--- src/rtl/syn_harness_ctrl.sv ---
// rtl/syn_harness_ctrl.sv - serial operand/result frame sequencer for a synthesis-harness datapath
// Optional build macro: SYN_HARNESS_CTRL_PARITY_EN (appends an XOR parity bit to the result stream)
module syn_harness_ctrl #(
    parameter int IN_WIDTH  = 8,
    parameter int OUT_WIDTH = 8,
    parameter int LATENCY   = 2
) (
    input  logic                 clk,
    input  logic                 rst_n,
    input  logic                 start,
    input  logic                 bit_in,
    output logic                 busy,
    output logic [IN_WIDTH-1:0]  dut_in,
    output logic                 dut_in_vld,
    input  logic [OUT_WIDTH-1:0] dut_out,
    output logic                 bit_out,
    output logic                 bit_out_vld,
    output logic                 done
);

    localparam int MAX_A = (IN_WIDTH > OUT_WIDTH + 1) ? IN_WIDTH : OUT_WIDTH + 1;
    localparam int MAX_V = (MAX_A > LATENCY) ? MAX_A : LATENCY;
    localparam int CW    = $clog2(MAX_V) + 1;

`ifdef SYN_HARNESS_CTRL_PARITY_EN
    localparam int SO_W = OUT_WIDTH + 1;
`else
    localparam int SO_W = OUT_WIDTH;
`endif

    localparam logic [CW-1:0] IN_LAST  = CW'(IN_WIDTH - 1);
    localparam logic [CW-1:0] OUT_LAST = CW'(SO_W - 1);
    localparam logic [CW-1:0] LAT_LAST = CW'((LATENCY > 0) ? LATENCY - 1 : 0);

    typedef enum logic [2:0] {
        S_IDLE,
        S_SHIFT_IN,
        S_LAUNCH,
        S_WAIT,
        S_SHIFT_OUT,
        S_DONE
    } state_t;

    state_t            r_state;
    state_t            w_next;
    logic [CW-1:0]     r_cnt;
    logic [IN_WIDTH-1:0] r_dut_in;
    logic [SO_W-1:0]   r_sout;
    logic              w_capture;
    logic [SO_W-1:0]   w_load;

    always_comb begin
        w_next = r_state;
        case (r_state)
            S_IDLE:      if (start) w_next = S_SHIFT_IN;
            S_SHIFT_IN:  if (r_cnt == IN_LAST) w_next = S_LAUNCH;
            S_LAUNCH:    w_next = (LATENCY == 0) ? S_SHIFT_OUT : S_WAIT;
            S_WAIT:      if (r_cnt == LAT_LAST) w_next = S_SHIFT_OUT;
            S_SHIFT_OUT: if (r_cnt == OUT_LAST) w_next = S_DONE;
            S_DONE:      w_next = S_IDLE;
            default:     w_next = S_IDLE;
        endcase
    end

    // Result is captured on whichever edge enters SHIFT_OUT
    assign w_capture = (r_state != S_SHIFT_OUT) && (w_next == S_SHIFT_OUT);

`ifdef SYN_HARNESS_CTRL_PARITY_EN
    assign w_load = {dut_out, ^dut_out};
`else
    assign w_load = dut_out;
`endif

    always_ff @(posedge clk or negedge rst_n) begin
        if (!rst_n) begin
            r_state <= S_IDLE;
        end else begin
            r_state <= w_next;
        end
    end

    // One shared counter, cleared on every state change
    always_ff @(posedge clk or negedge rst_n) begin
        if (!rst_n) begin
            r_cnt <= '0;
        end else if (r_state != w_next) begin
            r_cnt <= '0;
        end else begin
            r_cnt <= r_cnt + CW'(1);
        end
    end

    always_ff @(posedge clk or negedge rst_n) begin
        if (!rst_n) begin
            r_dut_in <= '0;
        end else if (r_state == S_SHIFT_IN) begin
            r_dut_in <= (r_dut_in << 1) | IN_WIDTH'(bit_in);
        end
    end

    always_ff @(posedge clk or negedge rst_n) begin
        if (!rst_n) begin
            r_sout <= '0;
        end else if (w_capture) begin
            r_sout <= w_load;
        end else if (r_state == S_SHIFT_OUT) begin
            r_sout <= r_sout << 1;
        end
    end

    assign busy        = (r_state != S_IDLE);
    assign dut_in      = r_dut_in;
    assign dut_in_vld  = (r_state == S_LAUNCH);
    assign bit_out_vld = (r_state == S_SHIFT_OUT);
    assign bit_out     = bit_out_vld & r_sout[SO_W-1];
    assign done        = (r_state == S_DONE);

endmodule

--- config.mk ---
export PLATFORM = sky130hd
export DESIGN_NAME = syn_harness_ctrl
export DESIGN_NICKNAME = d
export VERILOG_FILES = /design/src/rtl/syn_harness_ctrl.sv
export SDC_FILE = /design/constraint.sdc
export NUM_CORES = 1
export LEC_CHECK = 0
export CAP_MARGIN = 20
export CORE_ASPECT_RATIO = 0.9
export CORE_MARGIN = 3
export CORE_UTILIZATION = 49
export CTS_CLUSTER_SIZE = 28
export DETAILED_ROUTE_END_ITERATION = 7
export PLACE_DENSITY = 0.88
export SLEW_MARGIN = 20
export SYNTH_ARGS = -nofsm -noshare
export SYNTH_HDL_FRONTEND = slang
export SYNTH_SLANG_ARGS = --single-unit
--- constraint.sdc ---
create_clock -name clk -period 2.15 [get_ports clk]
set_input_delay 0.5375 -clock clk [delete_from_list [all_inputs] [get_ports clk]]
set_output_delay 0.5375 -clock clk [all_outputs]
set_load 0.005 [all_outputs]
Word level (Yosys, flattened, before mapping)

Index checks and enable logic that the tools add are counted.

Logic and storage cells: 29
Output and inout bits: 13
Register bits: 24
Input bits: 12

Add/subtract/negate cells: 1
Equal/unequal tests: 10
Bitwise operators: 2
Reductions and logical operators: 4
Muxes and demuxes: 8

Operators with widths:

| cell                  | count |
|---|---|
| $mux W8               | 2 |
| $pmux W3 S5           | 1 |
| $mux W3               | 4 |
| $eq A3 B3 Y1 const B  | 3 |
| $or A8 B1 Y8          | 1 |
| $eq A3 B2 Y1 const B  | 2 |
| $add A5 B1 Y5 const B | 1 |
| $eq A5 B1 Y1 const B  | 1 |
| $eq A5 B3 Y1 const B  | 1 |
| $mux W5               | 1 |
| $eq A3 B1 Y1 const B  | 1 |
| $logic_not A3 Y1      | 1 |
| $ne A3 B3 Y1          | 1 |
| $ne A3 B3 Y1 const B  | 1 |
| $reduce_bool A3 Y1    | 1 |
| $reduce_bool A2 Y1    | 1 |
| $and A1 B1 Y1         | 1 |
| $logic_and A1 B1 Y1   | 1 |

Depth between registers and ports, before layout

Gate-level depths: netlist (run 1).

Depth in word-level cells: 6
Gate-level depth with buffers: 5

Least setup slack after synthesis (run 1)

Ideal clock, no wire load.

Path kind: reg-to-output
Start: register r_state[0]
End: output bit_out
Data required time: 1612 ps
Path slack: 436 ps
Buffers on the path: 2
Stages on the path, launching flop included: 5
Arrival time: 1177 ps
Cell sequence: dfrtp_1 buf_4 nor3b_1 clkbuf_1 and2_1

Longest elaborated chain between the ends: 2

RTL lines:

| element                | line | source |
|---|---|---|
| from (decl)            | 44   | `state_t r_state;` |
| from (signal assigned) | 78   | `r_state <= w_next;` |
| $eq A3 B3 Y1           | 114  | `assign bit_out_vld = (r_state == S_SHIFT_OUT);` |
| named net bit_out_vld  | 17   | `output logic bit_out_vld,` |
| $and A1 B1 Y1          | 115  | `assign bit_out = bit_out_vld & r_sout[SO_W-1];` |
| to (decl)              | 16   | `output logic bit_out,` |

The timed path passes the listed nets, and every way through them passes these cells.

Worst setup path in the final report (run 1)

Start: register r_state[1]
End: output dut_in_vld

Longest elaborated chain between the ends: 1

RTL lines:

| element      | line | source |
|---|---|---|
| $eq A3 B2 Y1 | 113  | `assign dut_in_vld = (r_state == S_LAUNCH);` |
| to (decl)    | 14   | `output logic dut_in_vld,` |

No other way between the ends.

==> implementation parameters, run 1 <==
Parameter                              Value

Status
  Result of the run    finished clean

Min path
  Class of the worst hold path    reg -> reg

Power and ir drop
  Leakage dissipation    0.739 nW
  Pwr Density    roughly 1400 nW/um^2
  Max VDD drop    ~1000 uV

Drt
  Final routed wirelength across all metal layers    2580 um
  Number of vias after detailed routing    about 870
  Post-detailed-route count of antenna-violating nets    0
  Number of violations reported at the end of detailed-routing iteration 0    22
  DRC violation count after routing    0
  Via density per instance    a little under 6
  First-pass detailed-route iteration total    4
  Wire per inst    between 15 and 20 um

Setup path
  Destination of the critical timing path    dut_in_vld
  Arrival time at the worst endpoint    1.55 ns
  Startpoint of the lowest-slack register-to-register path    r_state[1]$_DFF_PN0_
  Worst setup EP type    output port
  Register-to-Register Setup Slack    0.21 ns
  Launching element type of the critical path    flip-flop
  Data required time of the worst path    approximately 1.6 ns
  Crit. Startpoint    r_state[1]$_DFF_PN0_
  Startpoint-to-endpoint class of the critical path    reg -> out
  Highest fanout seen on the critical path    6
  FF-to-FF End    r_sout[6]$_DFFE_PN0P_
  Number of cells traversed by the worst register-to-register path    6

Yosys
  Synth Net Count    a little over 100
  Number of register bits inferred by synthesis    24
  Yosys cell types    30
  Area of the mapped netlist    between 1000 and 1500 sq um
  Post-Synthesis Cells    between 80 and 90
  Synth Area per Inst    ~13 sq um
  Sequential fraction of the synthesis area    53.3%
  Warnings, synthesis    0

Clocking
  Skew-Pair Late Insertion Delay    0.32 ns
  Total clock buffers created by CTS    3
  H-tree levels    1
  CTS tree    yes
  Maximum buffer depth of the clock tree    2
  Library cell used as clock root buffer    sky130_fd_sc_hd__clkbuf_4
  Clock transition at path regs    between 0.1 and 0.15 ns
  Count of clock tree sinks    24
  Quantity of hold-fixing buffers added after cts    0

Placed design
  DP Cell Count    between 100 and 150
  Quantity of I/O buffers inserted on ports    24
  Global placement routability congestion    between 0.8 and 0.9
  DP Wirelength    roughly 1700 um

Die
  # IOs    25
  Initial Util    between 50% and 60%
  Number of placement rows    15
  Placeable core region    between 2000 and 2500 sq um
  Die X-Extent    between 50 and 60 um
  Die Ht    between 50 and 60 um
  Die area    roughly 3000 sq um

STA
  Hold Fails Final Rpt    0
  Total negative slack    0 ns
  Headroom to the max-slew limit    between 40% and 50%
  Minimum clock period after layout    about 2.1 ns
  Number of pins exceeding their max-slew limit in the final report    0
  Post-route fraction of the period consumed by the critical path    97.0%
  Final setup violation count    0
  Worst Max-Slew Pin Slew    0.748 ns
  RSZ-0062 raised after global routing    no
  F_max    0.480 GHz
  Clock skew after layout    0.00212 ns

Global routing
  Initial antenna violation count    0
  Global route total overflow    0
  Largest net degree at the start of global routing    25
  Vias in the first global route    914
  Overall global routing resource usage    20.7%
  First-pass GRT wire length    approximately 4500 um

Final layout
  FILL cells    around 140
  Fraction of layout instances using a drive strength above 1    28.8%
  Final cell count without fillers    150
  Final-stage net count    140
  Syn-to-layout area delta    37.0%
  Total inserted antenna cells    0
  Post-layout util    ~75%

Job
  Number of max-capacitance violations reported    0
cell type report:
| type | count | area [sq um] | area share, % |
|---|---|---|---|
| Multi-Input combinational cell | 57 | 510 | 33.1 |
| Inverter | 5 | 18.8 | 1.22 |
| Sequential cell | 24 | 602 | 39.0 |
| Clock buffer | 3 | 22.5 | 1.46 |
| Timing Repair Buffer | 35 | 329 | 21.3 |
| Tap cell | 25 | 31.3 | 2.03 |
| Clock inverter | 1 | 30.0 | 1.94 |
synthesized netlist by cell type:
library cell                 n  area, sq um
sky130_fd_sc_hd__or4_2       1         8.76
sky130_fd_sc_hd__buf_4       1         7.51
sky130_fd_sc_hd__inv_1       5         18.8
sky130_fd_sc_hd__a221o_1     4         40.0
sky130_fd_sc_hd__buf_2       1         5.00
sky130_fd_sc_hd__nor3_4      1         16.3
sky130_fd_sc_hd__a221o_2     3         33.8
sky130_fd_sc_hd__o21ai_0     3         15.0
sky130_fd_sc_hd__a31oi_1     6         37.5
sky130_fd_sc_hd__nor2_1      1         3.75
sky130_fd_sc_hd__dfrtp_1    24          601
sky130_fd_sc_hd__nand2_1     1         3.75
sky130_fd_sc_hd__nor2b_1     2         12.5
sky130_fd_sc_hd__o311ai_0    1         8.76
sky130_fd_sc_hd__nor3b_1     2         15.0
sky130_fd_sc_hd__or4bb_1     1         11.3
sky130_fd_sc_hd__ha_1        2         25.0
sky130_fd_sc_hd__xor2_1      2         17.5
sky130_fd_sc_hd__or3_2       1         7.51
sky130_fd_sc_hd__and2_1      8         50.1
sky130_fd_sc_hd__nor4b_1     1         8.76
sky130_fd_sc_hd__xnor2_1     1         8.76
sky130_fd_sc_hd__mux2_2      9          101
sky130_fd_sc_hd__nand4bb_1   1         11.3
sky130_fd_sc_hd__nand2b_1    1         6.26
sky130_fd_sc_hd__mux2_4      1         15.0
sky130_fd_sc_hd__and3b_2     1         10.0
sky130_fd_sc_hd__or4b_4      1         13.8
sky130_fd_sc_hd__clkbuf_1    1         3.75
sky130_fd_sc_hd__nand3_1     2         10.0
worst min path at each step:
stage	slack, ns	endpoint	from	cells past startpoint
floorplan	0.24	dut_in[0]$_DFFE_PN0P_	rst_n	0
CTS	0.50	r_cnt[0]$_DFF_PN0_	r_cnt[0]$_DFF_PN0_	1
global placement	0.47	r_cnt[0]$_DFF_PN0_	r_cnt[0]$_DFF_PN0_	1
finish	0.50	r_cnt[0]$_DFF_PN0_	r_cnt[0]$_DFF_PN0_	1
detailed placement	0.48	r_cnt[0]$_DFF_PN0_	r_cnt[0]$_DFF_PN0_	1
global route	0.52	r_cnt[0]$_DFF_PN0_	r_cnt[0]$_DFF_PN0_	1
critical path, cell delays in order (launching register included):
cell and delay (ns):
sky130_fd_sc_hd__dfrtp_1 0.44, sky130_fd_sc_hd__buf_4 0.15, sky130_fd_sc_hd__buf_6 0.11, sky130_fd_sc_hd__buf_4 0.15, sky130_fd_sc_hd__nand2b_4 0.08, sky130_fd_sc_hd__nor2_1 0.04
sky130_fd_sc_hd__dlygate4sd2_1 0.25
placed cells by master, fill, tap and decap left out, types with 3 or more instances in the layout:
cell / n
sky130_fd_sc_hd__buf_4: 10
sky130_fd_sc_hd__o21ai_0: 3
sky130_fd_sc_hd__dfrtp_1: 23
sky130_fd_sc_hd__clkbuf_4: 3
sky130_fd_sc_hd__and2_1: 8
sky130_fd_sc_hd__mux2_2: 9
sky130_fd_sc_hd__clkdlybuf4s50_1: 19
sky130_fd_sc_hd__inv_1: 5
sky130_fd_sc_hd__a221o_2: 3
sky130_fd_sc_hd__a31oi_1: 6
sky130_fd_sc_hd__a221o_1: 4
flip-flops by register name, indices dropped and copies added (netlist names):
signal and cells:
dut_in 8, r_state 3, r_cnt 5, r_sout 8
cell families (layout without fill, tap and decap cells):
| logic type | after synthesis | after routing | synth area share, % |
|---|---|---|---|
| flip-flops | 24 | 24 | 53.3 |
| multiplexers | 10 | 10 | 10.3 |
| buffers and inverters | 8 | 44 | 3.11 |
| AO/OA/AOI/OAI | 17 | 17 | 12.0 |
| adder cells (fa/ha/maj) | 2 | 2 | 2.22 |
| AND/OR/NAND/NOR | 25 | 25 | 16.8 |
| XOR/XNOR | 3 | 3 | 2.33 |
where the power goes:
group | switching [mW] | internal [mW] | leakage (nW) | total (mW)
Clock | 0.139 | 0.189 | 0.0279 | 0.328
Combinational | 0.398 | 0.587 | 0.407 | 0.985
Sequential | 0.145 | 0.631 | 0.305 | 0.775
Total | 0.682 | 1.41 | 0.739 | 2.09
repair_timing:
item,CTS,global route
resized for setup,8,3
buffers inserted,2,2
gates cloned,0,0
endpoints found under the setup margin,5,3
pin swaps,1,2
metal layers:
metal,GRT usage [%],up-vias,wire (um)
li1,-,402,-
met1,25.1,441,1050
met2,36.3,19,1370
met3,5.46,6,111
met4,5.93,0,46
met5,0,-,0
metrics by stage:
stage | hold slack, ns | setup slack, ns | instance area [sq um] | power (mW)
after floorplan | 0.242 | 0.436 | 1130 | 1.30
after detailed placement | 0.483 | 0.0340 | 1440 | 1.69
final | 0.498 | 0.0653 | 1540 | 2.09
after CTS | 0.501 | -0.0292 | 1520 | 2.06
after global placement | 0.472 | 0.132 | 1440 | 1.64
after global routing | 0.517 | 0.00165 | 1540 | 2.23
Power figures use the tool's default switching activity.
==> run 2, diff against run 1 <==
--- a/config.mk
+++ b/config.mk
@@ -5,14 +5,14 @@
 export SDC_FILE = /design/constraint.sdc
 export NUM_CORES = 1
 export LEC_CHECK = 0
+export ABC_AREA = 1
 export CAP_MARGIN = 20
 export CORE_ASPECT_RATIO = 0.9
 export CORE_MARGIN = 3
-export CORE_UTILIZATION = 49
+export CORE_UTILIZATION = 48
 export CTS_CLUSTER_SIZE = 28
 export DETAILED_ROUTE_END_ITERATION = 7
-export PLACE_DENSITY = 0.88
-export SLEW_MARGIN = 20
+export PLACE_DENSITY = 0.87
 export SYNTH_ARGS = -nofsm -noshare
 export SYNTH_HDL_FRONTEND = slang
 export SYNTH_SLANG_ARGS = --single-unit
==> run 2 against run 1 <==
Compared with the run above: critical endpoint is now bit_out_vld; critical path type unchanged; sequential power down 2%; clock skew up 0.0027 ns; final cell count up 24%; clock-buffer cell count unchanged; routed wire length down 15%; area after synthesis down 0.67%; fmax up 0.69%; final area down 3.2%; combinational power down 15%; core utilization down 3.0 points; highest routed layer unchanged.
==> implementation parameters, run 2 <==
Parameter                              Value

Drt
  Number of vias after detailed routing    between 900 and 1000
  Final routed wirelength across all metal layers    roughly 2200 um
  Post-detailed-route count of antenna-violating nets    0
  Number of violations reported at the end of detailed-routing iteration 0    19
  Via density per instance    5.03
  Wire per inst    11.8 um
  DRC violation count after routing    0
  First-pass detailed-route iteration total    4

Setup path
  Startpoint of the lowest-slack register-to-register path    r_state[1]$_DFF_PN0_
  Cell family with the largest share of critical-path delay    buffers and inverters
  Worst setup EP type    output port
  Arrival time at the worst endpoint    about 1.5 ns
  Crit. Startpoint    r_state[0]$_DFF_PN0_
  Number of cells traversed by the worst register-to-register path    8
  FF-to-FF End    r_cnt[0]$_DFF_PN0_
  Data required time of the worst path    1.61 ns
  Highest fanout seen on the critical path    3
  Launching element type of the critical path    flip-flop
  Crit. path cell count    4
  Crit path largest cell delay    roughly 0.5 ns
  Buffer and inverter count on the worst path    2
  Critical path, cell by cell    nor2_4 > nand2_2 > inv_2 > clkdlybuf4s50_1
  Cell with the biggest individual delay on the critical path    sky130_fd_sc_hd__clkdlybuf4s50_1
  Register-to-Register Setup Slack    between 0.6 and 0.7 ns
  Startpoint-to-endpoint class of the critical path    reg -> out
  Destination of the critical timing path    bit_out_vld

Die
  Die area    2950 sq um
  Initial Util    a little over half
  Die Ht    slightly above 50 um
  Placeable core region    roughly 2100 sq um
  Die X-Extent    around 57 um
  Number of placement rows    15
  # IOs    25

STA
  Post-route fraction of the period consumed by the critical path    96.3%
  Final worst setup slack    ~0.080 ns
  Minimum clock period after layout    2.07 ns
  Clock skew after layout    0.00485 ns
  Hold Fails Final Rpt    0
  Number of pins exceeding their max-slew limit in the final report    0
  Final setup violation count    0
  Headroom to the max-slew limit    between 80% and 90%
  Worst Max-Slew Pin Slew    0.292 ns
  F_max    around 0.48 GHz

Yosys
  Largest family of logic cells by synthesized area    simple AND/OR/NAND/NOR gates
  Warnings, synthesis    0
  Post-Synthesis Cells    approximately 130
  Simple-gate share of the synthesized area    around a third
  Commonest register cell after synthesis    sky130_fd_sc_hd__dfrtp_1
  Multiplexer area fraction after synthesis    0%
  Leading cell type by number of instances after synthesis    sky130_fd_sc_hd__nand2_1
  Number of enable-type register cells in the synthesized netlist    0
  Sequential fraction of the synthesis area    around 54%
  Synth Net Count    around 140
  Area of the mapped netlist    approximately 1100 sq um
  Area contributors post-synth    sky130_fd_sc_hd__dfrtp_1 54%, sky130_fd_sc_hd__nand2_1 16%, sky130_fd_sc_hd__nor2_1 3.7%
  Top-area cell type share of the netlist area    a little over half
  Largest area contributor in the synthesized netlist    sky130_fd_sc_hd__dfrtp_1
  Adder-Cell Fraction of Synth Area    under 10%
  Yosys cell types    22
  Synth Area per Inst    8.82 sq um
  Number of register bits inferred by synthesis    24
  Most common library cells after synthesis    48 x sky130_fd_sc_hd__nand2_1, 24 x sky130_fd_sc_hd__dfrtp_1, 11 x sky130_fd_sc_hd__nor2_1
  XOR/XNOR share of the synthesized area    2.35%
  Share of synthesized registers carrying an async set or reset    100%
  Area fraction in compound gates after synthesis    under 10%

Final layout
  FILL cells    about 170
  Footprint of the multi-input gates    473 sq um
  Syn-to-layout area delta    33.5%
  Leading cell type in the layout, fill and taps excluded    sky130_fd_sc_hd__nand2_1
  Fraction of layout instances using a drive strength above 1    between 10% and 20%
  Total non-filler cell area in the finished layout    about 1500 sq um
  Final-stage net count    between 150 and 200
  Combined flip-flop and latch cell area    roughly 600 sq um
  Total inserted antenna cells    0
  Highest-count cells in the layout ignoring fill and taps    47 x sky130_fd_sc_hd__nand2_1, 24 x sky130_fd_sc_hd__dfrtp_1, 21 x sky130_fd_sc_hd__clkdlybuf4s50_1

Placed design
  Post-placement cell area    between 1000 and 1500 sq um
  Quantity of I/O buffers inserted on ports    24
  Post-Place Setup Slack    between 0.2 and 0.3 ns
  Global placement routability congestion    0.799
  DP Wirelength    around 1700 um

Clocking
  H-tree levels    1
  Maximum buffer depth of the clock tree    2
  CTS tree    yes
  Total clock buffers created by CTS    3
  Library cell used as clock root buffer    sky130_fd_sc_hd__clkbuf_4
  Clock transition at path regs    0.13 ns
  Skew-Pair Late Insertion Delay    0.32 ns
  Count of clock tree sinks    24

Job
  Number of max-capacitance violations reported    0

Power and ir drop
  Pwr Density    roughly 1300 nW/um^2
  Leakage dissipation    0.789 nW
  Max VDD drop    803 uV

Global routing
  Vias in the first global route    910
  Overall global routing resource usage    around 16%
  First-pass GRT wire length    3770 um
  Largest net degree at the start of global routing    25
  Initial antenna violation count    0
  Global route total overflow    0

Status
  Result of the run    finished clean

Min path
  Class of the worst hold path    reg -> reg
[run 2: changes by cell type in the layout (fill, tap and decap cells not counted), moves of 3 or more]
cell                      delta
sky130_fd_sc_hd__nand2_1    +46
sky130_fd_sc_hd__mux2_2      -9
sky130_fd_sc_hd__nor2_1      +9
sky130_fd_sc_hd__and2_1      -8
sky130_fd_sc_hd__a31oi_1     -6
sky130_fd_sc_hd__nand3_1     +6
sky130_fd_sc_hd__inv_1       +5
sky130_fd_sc_hd__a221o_1     -4
sky130_fd_sc_hd__a221o_2     -3
sky130_fd_sc_hd__buf_4       -3
sky130_fd_sc_hd__nand2_2     +3
[run 2: worst register-to-register path, delay by kind of cell (launching register included)]
family | cells | cell delay, ns
AOI/OAI and AO/OA | 1 | 0.09
buffers and inverters | 2 | 0.37
DFF | 1 | 0.44
and+or+nand+nor | 5 | 0.49
[run 2: report_power, final]
group	internal (mW)	total, mW	switching [mW]
clock network	0.189	0.328	0.140
logic	0.405	0.837	0.432
registers	0.630	0.763	0.133
[run 2: cells by family (layout without fill, tap and decap cells)]
group	count (synthesis)	after routing
buffers and inverters	13	47
XOR/XNOR	3	3
flip-flops	24	24
adder cells (fa/ha/maj)	2	2
AND/OR/NAND/NOR	80	80
AO/OA/AOI/OAI	5	5
[run 2: per-stage QoR]
step           hold WS (ns)  utilization (%)  power (mW)  TNS [ns]  std cells
2_1_floorplan         0.242                -        1.25         0        127
3_3_place_gp          0.455             67.9        1.50         0        178
3_5_place_dp          0.466             67.9        1.55         0        178
4_1_cts               0.498             71.7        1.92         0        185
5_1_grt               0.533             72.4        2.09  -0.00203        186
6_report              0.496             72.4        1.93         0        186
[run 2: metal layers]
metal / up-vias / wire, um / GRT usage [%]
li1: 463 / - / -
met1: 442 / 921 / 19.8
met2: 27 / 1140 / 30.4
met3: 4 / 115 / 1.74
met4: 0 / 20 / 4.63
met5: - / 0 / 0
[run 2: cell type report]
cell class              count  area share, %
well taps                  25           2.09
multi-input cells          90           31.6
repair buffers             31           19.6
clock inverters             1           2.01
flip-flops and latches     24           40.2
inverters                  12           3.01
clock buffers               3           1.51
[run 2: repair_timing]
| item | 4_1_cts | 5_1_grt |
|---|---|---|
| cloned | 0 | 0 |
| buffers inserted | 3 | 1 |
| setup endpoints to repair | 2 | 2 |
| hold buffers | 0 | 0 |
| resized for setup | 4 | 2 |
| hold endpoints to repair | 0 | 0 |
| pin swaps | 1 | 1 |
[run 2: how the worst min path moves through the flow]
stage / startpoint / to / slack [ns] / cells after the start
2_1_floorplan: rst_n / dut_in[0]$_DFFE_PN0P_ / 0.24 / 0
3_3_place_gp: dut_in[7]$_DFFE_PN0P_ / dut_in[7]$_DFFE_PN0P_ / 0.46 / 2
3_5_place_dp: dut_in[7]$_DFFE_PN0P_ / dut_in[7]$_DFFE_PN0P_ / 0.47 / 2
4_1_cts: dut_in[7]$_DFFE_PN0P_ / dut_in[7]$_DFFE_PN0P_ / 0.50 / 2
5_1_grt: dut_in[7]$_DFFE_PN0P_ / dut_in[7]$_DFFE_PN0P_ / 0.53 / 2
6_report: dut_in[7]$_DFFE_PN0P_ / dut_in[7]$_DFFE_PN0P_ / 0.50 / 2
==> run 3, diff against run 2 <==
--- a/config.mk
+++ b/config.mk
@@ -6,7 +6,7 @@
 export NUM_CORES = 1
 export LEC_CHECK = 0
 export ABC_AREA = 1
-export CAP_MARGIN = 20
+export CAP_MARGIN = 25
 export CORE_ASPECT_RATIO = 0.9
 export CORE_MARGIN = 3
 export CORE_UTILIZATION = 48
==> results of run 3 <==
The final DEF is identical to that of run 2; final timing and power are the same.
